### config.mk
export PLATFORM = sky130hd
export DESIGN_NAME = sseg_scan_ctrl_flat
export DESIGN_NICKNAME = d
export VERILOG_FILES = /design/src/rtl/sseg_scan_ctrl_if.sv /design/src/rtl/sseg_scan_ctrl.sv /design/src/flat_wrapper.sv
export SDC_FILE = /design/constraint.sdc
export NUM_CORES = 1
export LEC_CHECK = 0
export CELL_PAD_IN_SITES_DETAIL_PLACEMENT = 2
export CELL_PAD_IN_SITES_GLOBAL_PLACEMENT = 2
export CORE_MARGIN = 2
export CORE_UTILIZATION = 29
export CTS_CLUSTER_SIZE = 25
export DETAILED_ROUTE_END_ITERATION = 10
export PLACE_DENSITY_LB_ADDON = 0.1
export SYNTH_ARGS = -nofsm -noshare
export SYNTH_HDL_FRONTEND = slang
export SYNTH_SLANG_ARGS = --single-unit
### constraint.sdc
create_clock -name clk -period 2.84 [get_ports clk]
set_clock_uncertainty 0.2 [all_clocks]
set_input_delay 0.568 -clock clk [delete_from_list [all_inputs] [get_ports clk]]
set_output_delay 0.568 -clock clk [all_outputs]
set_load 0.02 [all_outputs]
### src/rtl/sseg_scan_ctrl_if.sv
// rtl/sseg_scan_ctrl_if.sv - requester/display bundle for the seven-segment scan controller
//
// Purpose: carries the two requester inputs and the latched display outputs
// of sseg_scan_ctrl as one bundle.
// Signals:
//   req0/req1         requester wants the display
//   data0/data1       requester 16-bit value
//   hex_dec0/hex_dec1 requester format (1 = hex, 0 = decimal)
//   sign0/sign1       requester minus-sign enable
//   data, hex_dec, sign  latched value/format/sign for the display datapath
//   digit_sel         active digit, 0 = rightmost
//   blank             1 = no owner, all anodes off
//   grant             one-hot owner, 00 = none
//   frame_tick        one-cycle pulse at each frame start
// Modports: master = requester side / display consumer, slave = controller.

interface sseg_scan_ctrl_if;
  logic        req0;
  logic [15:0] data0;
  logic        hex_dec0;
  logic        sign0;
  logic        req1;
  logic [15:0] data1;
  logic        hex_dec1;
  logic        sign1;
  logic [15:0] data;
  logic        hex_dec;
  logic        sign;
  logic [1:0]  digit_sel;
  logic        blank;
  logic [1:0]  grant;
  logic        frame_tick;

  modport master (
    output req0, data0, hex_dec0, sign0,
    output req1, data1, hex_dec1, sign1,
    input  data, hex_dec, sign, digit_sel, blank, grant, frame_tick
  );

  modport slave (
    input  req0, data0, hex_dec0, sign0,
    input  req1, data1, hex_dec1, sign1,
    output data, hex_dec, sign, digit_sel, blank, grant, frame_tick
  );
endinterface

### src/rtl/sseg_scan_ctrl.sv
// rtl/sseg_scan_ctrl.sv - two-requester arbiter and digit scanner for a 4-digit display
//
// Purpose: scans four display digits at DIV clocks per digit and hands the
// display to one of two requesters. Ownership changes only at a frame
// boundary (last cycle of digit 3), so a frame never shows two values.
// Ties are broken round-robin.
// Ports:
//   clk    system clock, rising edge
//   rst_n  asynchronous active-low reset
//   bus    sseg_scan_ctrl_if.slave: requester inputs, display outputs

module sseg_scan_ctrl #(
  parameter int DIV = 100000
) (
  input  logic             clk,
  input  logic             rst_n,
  sseg_scan_ctrl_if.slave  bus
);

  localparam int CNT_W = (DIV > 2) ? $clog2(DIV) : 1;
  localparam logic [CNT_W-1:0] CNT_MAX = CNT_W'(DIV - 1);

  typedef enum logic [1:0] {
    IDLE = 2'd0,
    OWN0 = 2'd1,
    OWN1 = 2'd2
  } state_t;

  state_t           state, state_nxt;
  logic [CNT_W-1:0] cnt, cnt_nxt;
  logic [1:0]       digit_sel, digit_sel_nxt;
  logic [15:0]      data_q, data_nxt;
  logic             hex_dec_q, hex_dec_nxt;
  logic             sign_q, sign_nxt;
  logic             tick_q, tick_nxt;
  // 1 = requester 1 was granted last; reset value makes requester 0 win the first tie
  logic             last_q, last_nxt;

  logic sel_valid;
  logic sel_one;
  logic fb;

  // Pick a winner from the current requests; only consumed when arbitration is allowed.
  always_comb begin
    sel_valid = bus.req0 | bus.req1;
    if (bus.req0 && bus.req1) begin
      sel_one = ~last_q;
    end else begin
      sel_one = bus.req1;
    end
  end

  assign fb = (cnt == CNT_MAX) && (digit_sel == 2'd3);

  always_comb begin
    state_nxt     = state;
    cnt_nxt       = cnt;
    digit_sel_nxt = digit_sel;
    data_nxt      = data_q;
    hex_dec_nxt   = hex_dec_q;
    sign_nxt      = sign_q;
    tick_nxt      = 1'b0;
    last_nxt      = last_q;

    case (state)
      IDLE: begin
        cnt_nxt       = '0;
        digit_sel_nxt = 2'd0;
      end
      OWN0, OWN1: begin
        if (cnt == CNT_MAX) begin
          cnt_nxt       = '0;
          digit_sel_nxt = digit_sel + 2'd1;
        end else begin
          cnt_nxt = cnt + CNT_W'(1);
        end
        // Losing all requesters at the frame boundary blanks the display but keeps the last value.
        if (fb && !sel_valid) begin
          state_nxt = IDLE;
        end
      end
      default: begin
        state_nxt     = IDLE;
        cnt_nxt       = '0;
        digit_sel_nxt = 2'd0;
      end
    endcase

    // A grant always starts a fresh frame and re-latches the winner's value.
    if (((state == IDLE) || fb) && sel_valid) begin
      state_nxt     = sel_one ? OWN1 : OWN0;
      cnt_nxt       = '0;
      digit_sel_nxt = 2'd0;
      data_nxt      = sel_one ? bus.data1 : bus.data0;
      hex_dec_nxt   = sel_one ? bus.hex_dec1 : bus.hex_dec0;
      sign_nxt      = sel_one ? bus.sign1 : bus.sign0;
      tick_nxt      = 1'b1;
      last_nxt      = sel_one;
    end
  end

  always_ff @(posedge clk or negedge rst_n) begin
    if (!rst_n) begin
      state     <= IDLE;
      cnt       <= '0;
      digit_sel <= 2'd0;
      data_q    <= 16'h0000;
      hex_dec_q <= 1'b0;
      sign_q    <= 1'b0;
      tick_q    <= 1'b0;
      last_q    <= 1'b1;
    end else begin
      state     <= state_nxt;
      cnt       <= cnt_nxt;
      digit_sel <= digit_sel_nxt;
      data_q    <= data_nxt;
      hex_dec_q <= hex_dec_nxt;
      sign_q    <= sign_nxt;
      tick_q    <= tick_nxt;
      last_q    <= last_nxt;
    end
  end

  assign bus.data       = data_q;
  assign bus.hex_dec    = hex_dec_q;
  assign bus.sign       = sign_q;
  assign bus.digit_sel  = digit_sel;
  assign bus.frame_tick = tick_q;
  assign bus.blank      = (state == IDLE);
  assign bus.grant      = (state == OWN0) ? 2'b01 :
                          (state == OWN1) ? 2'b10 : 2'b00;

endmodule

### src/flat_wrapper.sv
// flat-port wrapper written by rule: the top's interface ports become plain ports
module sseg_scan_ctrl_flat 
#(
  parameter int DIV = 100000
)
  (clk, rst_n, bus_req0, bus_data0, bus_hex_dec0, bus_sign0, bus_req1, bus_data1, bus_hex_dec1, bus_sign1, bus_data, bus_hex_dec, bus_sign, bus_digit_sel, bus_blank, bus_grant, bus_frame_tick);
  sseg_scan_ctrl_if bus_i ();
  input  logic clk;
  input  logic rst_n;
  input wire logic [$bits(bus_i.req0)-1:0] bus_req0;
  input wire logic [$bits(bus_i.data0)-1:0] bus_data0;
  input wire logic [$bits(bus_i.hex_dec0)-1:0] bus_hex_dec0;
  input wire logic [$bits(bus_i.sign0)-1:0] bus_sign0;
  input wire logic [$bits(bus_i.req1)-1:0] bus_req1;
  input wire logic [$bits(bus_i.data1)-1:0] bus_data1;
  input wire logic [$bits(bus_i.hex_dec1)-1:0] bus_hex_dec1;
  input wire logic [$bits(bus_i.sign1)-1:0] bus_sign1;
  output wire logic [$bits(bus_i.data)-1:0] bus_data;
  output wire logic [$bits(bus_i.hex_dec)-1:0] bus_hex_dec;
  output wire logic [$bits(bus_i.sign)-1:0] bus_sign;
  output wire logic [$bits(bus_i.digit_sel)-1:0] bus_digit_sel;
  output wire logic [$bits(bus_i.blank)-1:0] bus_blank;
  output wire logic [$bits(bus_i.grant)-1:0] bus_grant;
  output wire logic [$bits(bus_i.frame_tick)-1:0] bus_frame_tick;
  assign bus_i.req0 = bus_req0;
  assign bus_i.data0 = bus_data0;
  assign bus_i.hex_dec0 = bus_hex_dec0;
  assign bus_i.sign0 = bus_sign0;
  assign bus_i.req1 = bus_req1;
  assign bus_i.data1 = bus_data1;
  assign bus_i.hex_dec1 = bus_hex_dec1;
  assign bus_i.sign1 = bus_sign1;
  assign bus_data = bus_i.data;
  assign bus_hex_dec = bus_i.hex_dec;
  assign bus_sign = bus_i.sign;
  assign bus_digit_sel = bus_i.digit_sel;
  assign bus_blank = bus_i.blank;
  assign bus_grant = bus_i.grant;
  assign bus_frame_tick = bus_i.frame_tick;
  sseg_scan_ctrl #(.DIV(DIV)) u_core (.clk(clk), .rst_n(rst_n), .bus(bus_i));
endmodule
==> results of run 1 <==
-- layout by cell type (no fill, tap or decap), types with 5 or more instances in the layout --
master / n
nand3_1: 11
clkbuf_8: 6
nor2_1: 18
o21ai_0: 6
dfrtp_1: 40
buf_4: 5
inv_1: 8
nand2_1: 5
nand4_1: 7
clkdlybuf4s50_1: 62
xor2_1: 5
xnor2_1: 8
a22oi_1: 18
o2bb2ai_1: 18
ha_1: 5
nor3_1: 5
-- power breakdown --
part,switching [mW],internal [mW],leakage (nW)
Clock,0.216,0.286,0.0574
Combinational,0.0797,0.105,0.613
Sequential,0.0105,0.603,0.514
Total,0.306,0.994,1.18
-- sequential cells by signal (all words and copies together) (netlist names) --
name,count
u_core.state,2
u_core.cnt,17
u_core.bus.digit_sel,2
u_core.bus.frame_tick,1
u_core.bus.hex_dec,1
u_core.bus.data,16
u_core.bus.sign,1
u_core.last_q,1
-- cell type report --
type | instances | area (sq um) | area share, %
flip-flops and latches | 41 | 1030 | 35.0
multi-input cells | 137 | 970 | 33.0
repair buffers | 68 | 663 | 22.6
well taps | 99 | 124 | 4.22
clock buffers | 6 | 82.6 | 2.81
clock inverters | 2 | 37.5 | 1.28
inverters | 8 | 30.0 | 1.02
-- worst max-delay path: cells and delay by family, from the launching register on --
kind / cells / cell delay [ns]
flip-flops: 1 / 0.41
adder cells (fa/ha/maj): 1 / 0.36
buffers and inverters: 2 / 0.79
-- through the flow --
step                      instances  instance area (sq um)  hold WS [ns]  total power [mW]  setup slack, ns
after floorplan                 199                   2100        0.0724             0.687            0.828
after detailed placement        353                   2810         0.276             0.813            0.417
after global routing            361                   2930        0.0487              1.35            0.109
after CTS                       361                   2930        0.0405              1.32            0.204
final                           361                   2930        0.0273              1.30            0.223
after global placement          353                   2810         0.271             0.810            0.457
-- cells by family (layout without fill, tap and decap cells) --
logic type,Yosys count,after routing,synth area share (%)
xor+xnor,13,13,5.41
buf+inv,21,84,5.06
simple gates,64,64,17.4
mux,1,1,0.535
compound gates,54,54,19.8
flops,41,41,48.8
fa+ha+maj,5,5,2.97
-- path summary, 6_finish.rpt --
path / slack [ns] / cells past startpoint / startpoint / to
max: 0.22 / 3 / u_core.state[0] / bus_blank
min: 0.03 / 1 / rst_n / u_core.cnt[12]
max reg2reg: 0.61 / 6 / u_core.cnt[0] / u_core.bus.digit_sel[0]
min reg2reg: 0.30 / 1 / u_core.bus.data[7] / u_core.bus.data[7]
max in group asynchronous: 1.76 / 2 / rst_n / u_core.cnt[10]
min in group clk: 0.30 / 1 / u_core.bus.data[7] / u_core.bus.data[7]
-- metal layers --
metal,GRT usage [%],vias up,share of wire (%)
met3,3.14,6,2.9
met2,30.5,27,54
met4,5.29,0,1.2
li1,-,864,-
met5,0,-,0
met1,19.7,907,42
==> summary.md, run 1 <==
| Metric | Value |
|---|---|
| # fillers | `803` |
| Core area | `7140 sq um` |
| Final hold vios | `0` |
| Pre-antenna DRT Iters | `4` |
| Port Buffers | `63` |
| Synth cell types | `42` |
| Die width | `89.2 um` |
| Top FF cell, synth | `dfrtp_1` |
| Worst Path Max Fanout | `9` |
| Status | `completed` |
| Share of the synthesized area in the top cell type | `47.6%` |
| Vias per cell | `5.00` |
| Max Root-Sink Buffers | `2` |
| Number of synthesis warnings | `0` |
| Most frequent cell after synthesis | `dfrtp_1` |
| Post-synthesis sequential area ratio | `48.8%` |
| Slew Limit Headroom | `66.4%` |
| Routed len/inst | `17.3 um` |
| Most frequent cells after synthesis | `40 x dfrtp_1, 18 x a22oi_1, 18 x nor2_1, 18 x o2bb2ai_1, 11 x nand3_1` |
| Initial Util | `29.5%` |
| Largest net degree at the start of global routing | `23` |
| Maxcap violations | `0` |
| H-tree depth | `2` |
| Tmin final | `2.62 ns` |
| CP startpoint kind | `flop` |
| VDD IR max | `150 uV` |
| CP Class | `flop to output pin` |
| Area leader, netlist | `dfrtp_1` |
| Total gr overflow | `0` |
| Period utilization | `92.2%` |
| Hold WC Path Type | `input port to async pin` |
| RSZ-0062 raised after global routing | `no` |
| Ant. Diodes | `0` |
| Leak | `1.18 nW` |
| CTS clock-pin slew for the worst setup and hold paths | `0.08 ns` |
| FP Rows | `31` |
| Clock sink total | `41` |
| CP Data Required Time | `2.07 ns` |
| Vias | `1,804` |
| Setup tns final | `0 ns` |
| Final core occ | `41.1%` |
| I/O pin count | `64` |
| Hpwl dp | `4610 um` |
| Layout overhead on the synthesized area | `39.5%` |
| Asr flop ratio synth | `100%` |
| Initial drt markers | `56` |
| Layout cell share with drive strength beyond 1 | `8.02%` |
| First-pass GRT wire length | `10,100 um` |
| Clk_lat worst skew | `0.30 ns` |
| Top post-synthesis cells by area | `dfrtp_1 48%, o2bb2ai_1 7.5%, a22oi_1 6.4%, xnor2_1 3.3%, nor2_1 3.2%` |
| Post-synth EDFFs | `0` |
| Fmax | `382 MHz` |
| Final setup violation count | `0` |
| Post-cts sizing count | `0` |
| CTS tree | `yes` |
| Worst slew pin tran | `0.505 ns` |
| CP max-delay cell | `clkdlybuf4s50_1` |
| Synth Instances | `199` |
| Slew Limit Fails | `0` |
| Inserted Clock Buffers | `5` |
| Cell chain of the critical path | `inv_1 -> ha_1 -> clkdlybuf4s50_1` |
| Die Ht | `89.2 um` |
| Nets@finish | `306` |
| Root buffer cell | `clkbuf_8` |
| Final GP Congestion | `0.758` |
| Overall fraction of global-route tracks in use | `16.7%` |
| Syn Nets | `244` |
| Die area | `7950 sq um` |
| CP Capture Type | `output pin` |
| Flops & latches, synth | `41` |
| Max incr delay on CP | `0.67 ns` |
| Antenna violation net count after detailed routing | `0` |
| Power density over the cells | `443 nW/um^2` |
| Drt total wl | `6250 um` |
| Initial antenna violation count | `0` |
| Post-CTS setup buffer count | `0` |
| Avg Inst Size Synth | `10.6 sq um` |
| Number of global-route vias before repair | `1,968` |
| # DRC | `0` |
| Synthesized cell area | `2100 sq um` |
| CTS Hold Bufs | `0` |
| Worst Path Arrival | `1.85 ns` |
Note: power is estimated with default switching activity, not from simulation.
==> run 2, diff against run 1 <==
==> constraint.sdc (replaced) <==
create_clock -name clk -period 2.84 [get_ports clk]
set_clock_uncertainty 0.2 [all_clocks]
set_input_delay 0.568 -clock clk [delete_from_list [all_inputs] [get_ports clk]]
set_output_delay 0.568 -clock clk [all_outputs]
set_load 0.005 [all_outputs]
==> results of run 2 <==
Same layout as run 1 (identical final DEF). Status: completed.
Main changes from that run: setup slack after layout 0.223 ns -> 0.326 ns; total power 1.30 mW -> 1.28 mW
